### src/rtl/dm_pkg.sv
// Shared entry layout, funct3 / error-code encodings and FSM state for the store drain.
package dm_pkg;

    localparam int unsigned EntryW  = 74;
    localparam int unsigned AddrLsb = 42;
    localparam int unsigned AddrW   = 32;
    localparam int unsigned DataLsb = 10;
    localparam int unsigned DataW   = 32;
    localparam int unsigned F3Lsb   = 7;
    localparam int unsigned F3W     = 3;
    localparam int unsigned IdLsb   = 0;
    localparam int unsigned IdW     = 7;

    localparam logic [2:0] F3Sb = 3'b000;
    localparam logic [2:0] F3Sh = 3'b001;
    localparam logic [2:0] F3Sw = 3'b010;

    localparam logic [1:0] ErrNone     = 2'b00;
    localparam logic [1:0] ErrMisalign = 2'b01;
    localparam logic [1:0] ErrFunct3   = 2'b10;
    localparam logic [1:0] ErrTimeout  = 2'b11;

    typedef enum logic {
        StIdle = 1'b0,
        StReq  = 1'b1
    } state_e;

endpackage

### src/rtl/dm_store_align.sv
// Store lane steering: byte strobes, replicated write data and legality of one store entry.
module dm_store_align
    import dm_pkg::*;
(
    input  logic [1:0]  addr_lo_i,
    input  logic [2:0]  funct3_i,
    input  logic [31:0] data_i,
    output logic [31:0] wdata_o,
    output logic [3:0]  wstrb_o,
    output logic        misaligned_o,
    output logic        illegal_o
);

    always_comb begin
        wdata_o      = data_i;
        wstrb_o      = 4'b0000;
        misaligned_o = 1'b0;
        illegal_o    = 1'b0;
        case (funct3_i)
            F3Sb: begin
                wdata_o = {4{data_i[7:0]}};
                wstrb_o = 4'b0001 << addr_lo_i;
            end
            F3Sh: begin
                wdata_o      = {2{data_i[15:0]}};
                wstrb_o      = addr_lo_i[1] ? 4'b1100 : 4'b0011;
                misaligned_o = addr_lo_i[0];
            end
            F3Sw: begin
                wstrb_o      = 4'b1111;
                misaligned_o = (addr_lo_i != 2'b00);
            end
            default: illegal_o = 1'b1;
        endcase
    end

endmodule

### src/rtl/dm_store_drain.sv
// Drains the MEM-stage store FIFO into data memory over a req/ack handshake.
// Optional request timeout is enabled by defining DM_DRAIN_TIMEOUT_EN.
module dm_store_drain
    import dm_pkg::*;
#(
    parameter int unsigned TIMEOUT = 255
) (
    input  logic              clk,
    input  logic              rst_n,
    input  logic [EntryW-1:0] fifo_data,
    input  logic              fifo_empty,
    output logic              fifo_rd_en,
    output logic              dm_req,
    output logic [31:0]       dm_addr,
    output logic [31:0]       dm_wdata,
    output logic [3:0]        dm_wstrb,
    input  logic              dm_ack,
    output logic              st_done,
    output logic              st_err,
    output logic [1:0]        st_err_code,
    output logic [6:0]        st_id,
    output logic              drain_busy
);

    logic [AddrW-1:0] head_addr;
    logic [DataW-1:0] head_data;
    logic [F3W-1:0]   head_f3;
    logic [IdW-1:0]   head_id;
    logic [31:0]      head_wdata;
    logic [3:0]       head_wstrb;
    logic             head_misal, head_illegal, head_ok;
    logic [1:0]       head_code;

    assign head_addr = fifo_data[AddrLsb +: AddrW];
    assign head_data = fifo_data[DataLsb +: DataW];
    assign head_f3   = fifo_data[F3Lsb +: F3W];
    assign head_id   = fifo_data[IdLsb +: IdW];

    dm_store_align u_align (
        .addr_lo_i    (head_addr[1:0]),
        .funct3_i     (head_f3),
        .data_i       (head_data),
        .wdata_o      (head_wdata),
        .wstrb_o      (head_wstrb),
        .misaligned_o (head_misal),
        .illegal_o    (head_illegal)
    );

    assign head_ok   = ~head_misal & ~head_illegal;
    assign head_code = head_illegal ? ErrFunct3 : ErrMisalign;

    state_e         state_q, state_d;
    logic [31:0]    addr_q, addr_d, wdata_q, wdata_d;
    logic [3:0]     wstrb_q, wstrb_d;
    logic [IdW-1:0] id_q, id_d, st_id_q, st_id_d;
    logic           done_q, done_d, err_q, err_d;
    logic [1:0]     code_q, code_d;
    logic           tmo, fin;

`ifdef DM_DRAIN_TIMEOUT_EN
    localparam int unsigned CntW = (TIMEOUT > 1) ? $clog2(TIMEOUT) : 1;
    logic [CntW-1:0] cnt_q, cnt_d;

    assign tmo   = (state_q == StReq) && !dm_ack && (cnt_q == CntW'(TIMEOUT - 1));
    assign cnt_d = ((state_q == StReq) && !fin) ? cnt_q + 1'b1 : '0;

    always_ff @(posedge clk or negedge rst_n) begin
        if (!rst_n) cnt_q <= '0;
        else        cnt_q <= cnt_d;
    end
`else
    logic unused_timeout;
    assign unused_timeout = ^TIMEOUT;
    assign tmo            = 1'b0;
`endif

    assign fin = (state_q == StReq) && (dm_ack || tmo);

    // Illegal heads are only popped from IDLE, so st_err never lands on a st_done cycle.
    always_comb begin
        state_d    = state_q;
        addr_d     = addr_q;
        wdata_d    = wdata_q;
        wstrb_d    = wstrb_q;
        id_d       = id_q;
        done_d     = 1'b0;
        err_d      = 1'b0;
        code_d     = ErrNone;
        st_id_d    = st_id_q;
        fifo_rd_en = 1'b0;
        unique case (state_q)
            StIdle: begin
                if (!fifo_empty) begin
                    fifo_rd_en = 1'b1;
                    if (head_ok) begin
                        addr_d  = {head_addr[31:2], 2'b00};
                        wdata_d = head_wdata;
                        wstrb_d = head_wstrb;
                        id_d    = head_id;
                        state_d = StReq;
                    end else begin
                        err_d   = 1'b1;
                        code_d  = head_code;
                        st_id_d = head_id;
                    end
                end
            end
            StReq: begin
                if (fin) begin
                    st_id_d = id_q;
                    if (dm_ack) begin
                        done_d = 1'b1;
                    end else begin
                        err_d  = 1'b1;
                        code_d = ErrTimeout;
                    end
                    if (!fifo_empty && head_ok) begin
                        fifo_rd_en = 1'b1;
                        addr_d     = {head_addr[31:2], 2'b00};
                        wdata_d    = head_wdata;
                        wstrb_d    = head_wstrb;
                        id_d       = head_id;
                    end else begin
                        state_d = StIdle;
                    end
                end
            end
            default: state_d = StIdle;
        endcase
    end

    always_ff @(posedge clk or negedge rst_n) begin
        if (!rst_n) begin
            state_q <= StIdle;
            addr_q  <= '0;
            wdata_q <= '0;
            wstrb_q <= '0;
            id_q    <= '0;
            done_q  <= 1'b0;
            err_q   <= 1'b0;
            code_q  <= ErrNone;
            st_id_q <= '0;
        end else begin
            state_q <= state_d;
            addr_q  <= addr_d;
            wdata_q <= wdata_d;
            wstrb_q <= wstrb_d;
            id_q    <= id_d;
            done_q  <= done_d;
            err_q   <= err_d;
            code_q  <= code_d;
            st_id_q <= st_id_d;
        end
    end

    assign dm_req      = (state_q == StReq);
    assign dm_addr     = addr_q;
    assign dm_wdata    = wdata_q;
    assign dm_wstrb    = wstrb_q;
    assign st_done     = done_q;
    assign st_err      = err_q;
    assign st_err_code = code_q;
    assign st_id       = st_id_q;
    assign drain_busy  = (state_q != StIdle) || !fifo_empty;

endmodule
### config.mk
export PLATFORM = sky130hd
export DESIGN_NAME = dm_store_drain
export DESIGN_NICKNAME = d
export VERILOG_FILES = /design/src/rtl/dm_pkg.sv /design/src/rtl/dm_store_align.sv /design/src/rtl/dm_store_drain.sv
export SDC_FILE = /design/constraint.sdc
export NUM_CORES = 1
export LEC_CHECK = 0
export BUFFER_PORTS_ARGS = -buffer_cell sky130_fd_sc_hd__buf_2
export CORE_MARGIN = 5
export CORE_UTILIZATION = 40
export DETAILED_ROUTE_END_ITERATION = 16
export PLACE_DENSITY = 0.69
export SKIP_LAST_GASP = 1
export SYNTH_ARGS = -nofsm -noshare
export SYNTH_HDL_FRONTEND = slang
export SYNTH_SLANG_ARGS = --single-unit
### constraint.sdc
create_clock -name clk -period 4.36 [get_ports clk]
set_clock_uncertainty 0.1 [all_clocks]
set_input_delay 0.218 -clock clk [delete_from_list [all_inputs] [get_ports clk]]
set_output_delay 0.218 -clock clk [all_outputs]
set_load 0.005 [all_outputs]
# Word-level counts from Yosys, hierarchy flattened
# Cells that the tools add are included.
[totals]
ff_bits = 87
latch_bits = 0
mem_bits_rw = 0
rom_bits = 0
in_bits = 78
out_inout_bits = 82
wordCells = 79
mem_count = 0
[op_classes]
addsub = 0
n_mul = 0
div_mod_pow = 0
magnitude_cmp = 0
n_eq_ne = 7
shift = 1
n_mux = 50
n_bitwise = 3
n_reduce_logical = 9
[ops]
columns = ["op", "n"]
rows = [
  ["$mux W32", 8],
  ["$pmux W32 S2", 3],
  ["$mux W7", 7],
  ["$pmux W7 S2", 2],
  ["$mux W4", 5],
  ["$mux W1", 13],
  ["$pmux W4 S3", 1],
  ["$mux W2", 5],
  ["$pmux W1 S2", 4],
  ["$pmux W4 S2", 1],
  ["$ne A2 B2 Y1 const B", 3],
  ["$ne A2 B1 Y1 const B", 2],
  ["$pmux W2 S2", 1],
  ["$reduce_and A4 Y1", 1],
  ["$shl A1 B2 Y4 const A", 1],
  ["$eq A3 B1 Y1 const B", 1],
  ["$eq A3 B2 Y1 const B", 1],
  ["$logic_not A3 Y1", 1],
  ["$reduce_and A3 Y1", 1],
  ["$reduce_or A3 Y1", 1],
  ["$logic_and A1 B1 Y1", 2],
  ["$not A1 Y1", 2],
  ["$reduce_bool A2 Y1", 1],
  ["$and A1 B1 Y1", 1],
  ["other kinds (2)", 2],
]

# Depth between registers and ports, before layout
[logic_depth]
depth_word = 8
depth_mapped = 7
ltp_nobuf = 4

# Hierarchy
# From an unflattened synthesis, not the netlist that was laid out.
[hier_totals]
hier_cells = 270
hier_area_um2 = 4210.3
[modules_own_cells]
columns = ["mod", "n_inst", "cells_each", "area_each_um2", "seq_area_each_um2"]
rows = [
  ["dm_store_drain", 1, 199, 3676.0, 2127.0],
  ["dm_store_align", 1, 71, 534.3, 0.0],
]

# Worst setup path after synthesis
# Ideal clock, no wire load.
[synth_timing]
path_type = "register -> register"
from = "register state_q, in the netlist dm_req"
to = "register st_id_q[2], in the netlist st_id[2]"
setup_time_ns = 0.125
t_arrival_ns = 1.522
t_required_ns = 4.135
slack_ns = 2.613
path_stages_with_launch = 5
n_path_buf = 2
period_less_slack_ns = 1.747
cell_sequence = "dfrtp_1 > clkbuf_1 > clkbuf_1 > mux2_2 > mux2_2"
[synth_via]
elab_chain_len = 3
word_cells_on_any_way = 7
cone_classes = "3 x eq/ne; 1 x mux; 1 x bitwise; 2 x reduce/logical"
[synth_rtl]
columns = ["element", "line", "source"]
rows = [
  ["from (decl)", "dm_store_drain.sv:52", "state_e state_q, state_d;"],
  ["from (signal assigned)", "dm_store_drain.sv:134", "state_q <= StIdle;"],
  ["from (signal assigned)", "dm_store_drain.sv:144", "state_q <= state_d;"],
  ["$logic_and A1 B1 Y1 / $not A1 Y1 (equally long branches)", "--", ""],
  ["$ne A2 B1 Y1 (no source line) / $ne A2 B2 Y1 (equally long branches)", "--", ""],
  ["$reduce_and A3 Y1 (no source line)", "--", ""],
  ["to (signal assigned)", "dm_store_drain.sv:152", "st_id_q <= st_id_d;"],
  ["to (decl)", "dm_store_drain.sv:55", "logic [IdW-1:0] id_q, id_d, st_id_q, st_id_d;"],
]
# Several ways; a longest one is shown, not always the timed one.
# A chain may end at the register's enable or synchronous reset.

# Worst setup path in the final report
[layout_timing]
from = "register state_q, in the netlist dm_req"
to = "register addr_q[22], in the netlist dm_addr[22]"
[layout_via]
elab_chain_len = 3
word_cells_on_any_way = 8
cone_classes = "4 x eq/ne; 1 x mux; 1 x bitwise; 2 x reduce/logical"
[layout_rtl]
columns = ["element", "line", "source"]
rows = [
  ["$logic_and A1 B1 Y1 / $not A1 Y1 (equally long branches)", "--", ""],
  ["$ne A2 B1 Y1 (no source line) / $ne A2 B2 Y1 (equally long branches)", "--", ""],
  ["$reduce_and A4 Y1 (no source line)", "--", ""],
  ["to (signal assigned)", "dm_store_drain.sv:145", "addr_q <= addr_d;"],
  ["to (decl)", "dm_store_drain.sv:53", "logic [31:0] addr_q, addr_d, wdata_q, wdata_d;"],
]
# Several ways; a longest one is shown, not always the timed one.

==> impl_metrics.json <==
{
  "core_sq_um": 9150,
  "post_cts_buffers": 0,
  "grt_usage": 0.158,
  "r2r-end": "dm_addr[22]$_DFFE_PN0P_",
  "grt_start_max_net_pins": 97,
  "worstHoldPathCells": 2,
  "timing.fmax_mhz": 427,
  "internal_power_mw": 1.52,
  "p_leak_nw": 2.51,
  "synth_top_family_by_area": "multiplexers",
  "avgRoutedWirePerCell_um": 14.9,
  "rows": 35,
  "via_count": 2869,
  "slew_viol_final": 0,
  "synth.cell_area_sq_um": 3720,
  "status": "finished clean",
  "antenna_left": 0,
  "clkLatencyLatePin_ns": 0.35,
  "wirelength_um": 8930,
  "synthToLayoutAreaGrowth_pct": 36.4,
  "slew_headroom": 0.256,
  "yosysSeqAreaShare": 0.571,
  "avgViaCountPerCell": 4.78,
  "seqPwrFrac": 0.502,
  "synth.distinct_cells": 25,
  "grt_first_pass_wirelength_um": 14300,
  "ff2ff_setup_slack_ns": 2.02,
  "antenna_found_initial": 0,
  "whs_endpoint": "id_q[5]$_DFFE_PN0P_",
  "cts.clk_slew.worst_paths_ns": 0.08,
  "drcViolationCount": 0,
  "end_kind": "flip-flop",
  "post_synth_xor_area_fraction": 0,
  "min_period_over_period": 0.537,
  "synth-simple-area-share": 0.0622,
  "synth_seq_cells": 85,
  "min_from": "fifo_data[5]",
  "start_util": 0.407,
  "synthAdderAreaFrac": 0,
  "die_h_um": 106,
  "p_switching_mw": 0.579,
  "synth.mux.area_fraction": 0.243,
  "reg2reg_from": "dm_req$_DFF_PN0_",
  "worstPathArrival_ns": 2.47,
  "cts_tree": "built",
  "place.gp.congestion": 0.760,
  "htreeDepth": 3,
  "setup_violations": 0,
  "crit_path_start": "dm_req$_DFF_PN0_",
  "hold_path_class": "in2reg",
  "p_clk_frac": 0.257,
  "ir_drop_v": 0.000191,
  "cts-root-buf": "clkbuf_8",
  "cts_buffers": 9,
  "finalNetCount": 561,
  "cts.repair.resized": 0,
  "rsz0062_at_grt": "no",
  "finalSetupTns_ns": 0,
  "portBuffers": 157,
  "required_ns": 4.49,
  "worstMarginPinSlew_ns": 1.12,
  "start_kind": "flip-flop",
  "fin_crit_ns": 2.34,
  "synthCells": 299,
  "io_pins": 160,
  "cts.sinks": 85,
  "clk_path_buf_depth": 2,
  "p_per_area_nw_per_um2": 413,
  "hpwl_um": 6180,
  "synth.avg_cell_area_sq_um": 12.5,
  "first_iter_violations": 95,
  "rr_worst_depth": 4,
  "path_class": "reg2reg",
  "crit_path_max_fanout": 96,
  "drive_gt1_frac": 0.486,
  "dieArea_sq_um": 11300,
  "synth_compound_area_frac": 0.0776,
  "swShare": 0.276,
  "hold_buffers": 35,
  "dr.pass1.iters": 6,
  "combPwrFrac": 0.241,
  "hold_viol_final": 0,
  "fp.dieW_um": 106,
  "cap_violations": 0,
  "yosys_warnings": 0,
  "grt_pass1_vias": 2919,
  "postLayoutCoreUtil": 0.555,
  "grt_overflow": 0
}
==> critical path, cell delays in order (launching register included) <==
cell      delay [ns]
dfrtp_1         0.73
nand2b_1        0.16
o211ai_1        0.35
buf_12          0.41
mux2_2          0.39
==> worst max path at each step <==
stage	cells after the start	end	slack (ns)
final	4	dm_addr[22]$_DFFE_PN0P_	2.02
after global routing	4	dm_addr[22]$_DFFE_PN0P_	1.90
after CTS	4	dm_addr[31]$_DFFE_PN0P_	2.03
after detailed placement	5	dm_addr[31]$_DFFE_PN0P_	1.94
after global placement	5	dm_addr[23]$_DFFE_PN0P_	2.03
after floorplan	4	st_id[2]$_DFFE_PN0P_	2.61
==> state kept, by name, summed over array words and instances (netlist names) <==
| name | flops |
|---|---|
| st_err | 1 |
| dm_wstrb | 4 |
| st_id | 7 |
| st_done | 1 |
| dm_addr | 30 |
| st_err_code | 2 |
| dm_wdata | 32 |
| dm_req | 1 |
| id_q | 7 |
==> final cells by class <==
type                            instances  area [sq um]
Sequential cell                        85          2130
Antenna cell                            1          2.50
Clock inverter                          6          63.8
Clock buffer                           10           128
Fill cell                             805          4080
Multi-Input combinational cell        190          1440
Tap cell                              111           139
Timing Repair Buffer                  194          1170
Inverter                                3          11.3
==> routing by layer <==
metal / vias up / GRT usage / routed length (um)
met3: 13 / 0.0516 / 721
met5: - / 0 / 0
met1: 1350 / 0.202 / 3880
li1: 1402 / - / -
met4: 0 / 0.0584 / 161
met2: 104 / 0.252 / 4170
==> logic make-up (layout without fill, tap and decap cells) <==
kind of cell | count (synthesis) | count (layout)
other | 1 | 3
DFF | 85 | 85
AOI/OAI and AO/OA | 50 | 50
and+or+nand+nor | 55 | 55
buffers and inverters | 25 | 213
muxes | 83 | 83
==> cells in the final DEF (no fill, tap or decap), types with 2 or more instances in the layout <==
cell type        n
nor2_1           6
o21ai_0         41
clkinvlp_4       2
mux2i_1         24
dfrtp_1         85
nand2b_1         2
mux2_2          59
clkbuf_8         9
a21oi_1          4
nor4_1           2
nor3_2           2
nor3_1           2
inv_1            3
dlygate4sd3_1   36
buf_2          156
nand2_1         39
conb_1           2
clkinv_2         2
==> metrics by stage <==
| step | instances | setup WS, ns | hold slack [ns] | instance area [sq um] | total power [mW] |
|---|---|---|---|---|---|
| after floorplan | 300 | 2.61 | -0.178 | 3730 | 1.29 |
| after global placement | 547 | 2.03 | 0.349 | 4520 | 1.54 |
| after detailed placement | 547 | 1.94 | 0.353 | 4520 | 1.56 |
| after CTS | 598 | 2.03 | 0.00148 | 5060 | 2.13 |
| after global routing | 599 | 1.90 | 0.00819 | 5070 | 2.24 |
| final | 600 | 2.02 | 0.0180 | 5080 | 2.10 |
==> Yosys cell counts <==
master	number	area [sq um]
buf_6	7	78.8
clkbuf_2	1	5.00
o41ai_4	1	27.5
mux2i_1	24	240
conb_1	1	3.75
nor4_1	2	12.5
nor3_1	3	15.0
o211ai_1	1	7.51
nor2b_1	1	6.26
nand2b_1	2	12.5
inv_1	3	11.3
clkbuf_1	6	22.5
mux2_2	59	664
o22ai_1	1	6.26
dfrtp_1	85	2130
buf_4	4	30.0
nor2_2	1	6.26
nor2_1	6	22.5
a21oi_1	4	20.0
o21ai_0	41	205
buf_2	4	20.0
o21a_4	1	15.0
nand2_1	39	146
a21boi_0	1	7.51
nor3_2	1	10.0
==> power by group through the flow <==
stage	sequential [mW]	clock (mW)	combinational, mW
5_1_grt	1.08	0.595	0.563
2_1_floorplan	1.08	0	0.218
3_3_place_gp	1.06	0	0.478
6_report	1.05	0.540	0.505
4_1_cts	1.05	0.562	0.514
3_5_place_dp	1.07	0	0.490
(Power assumes the default switching activity.)
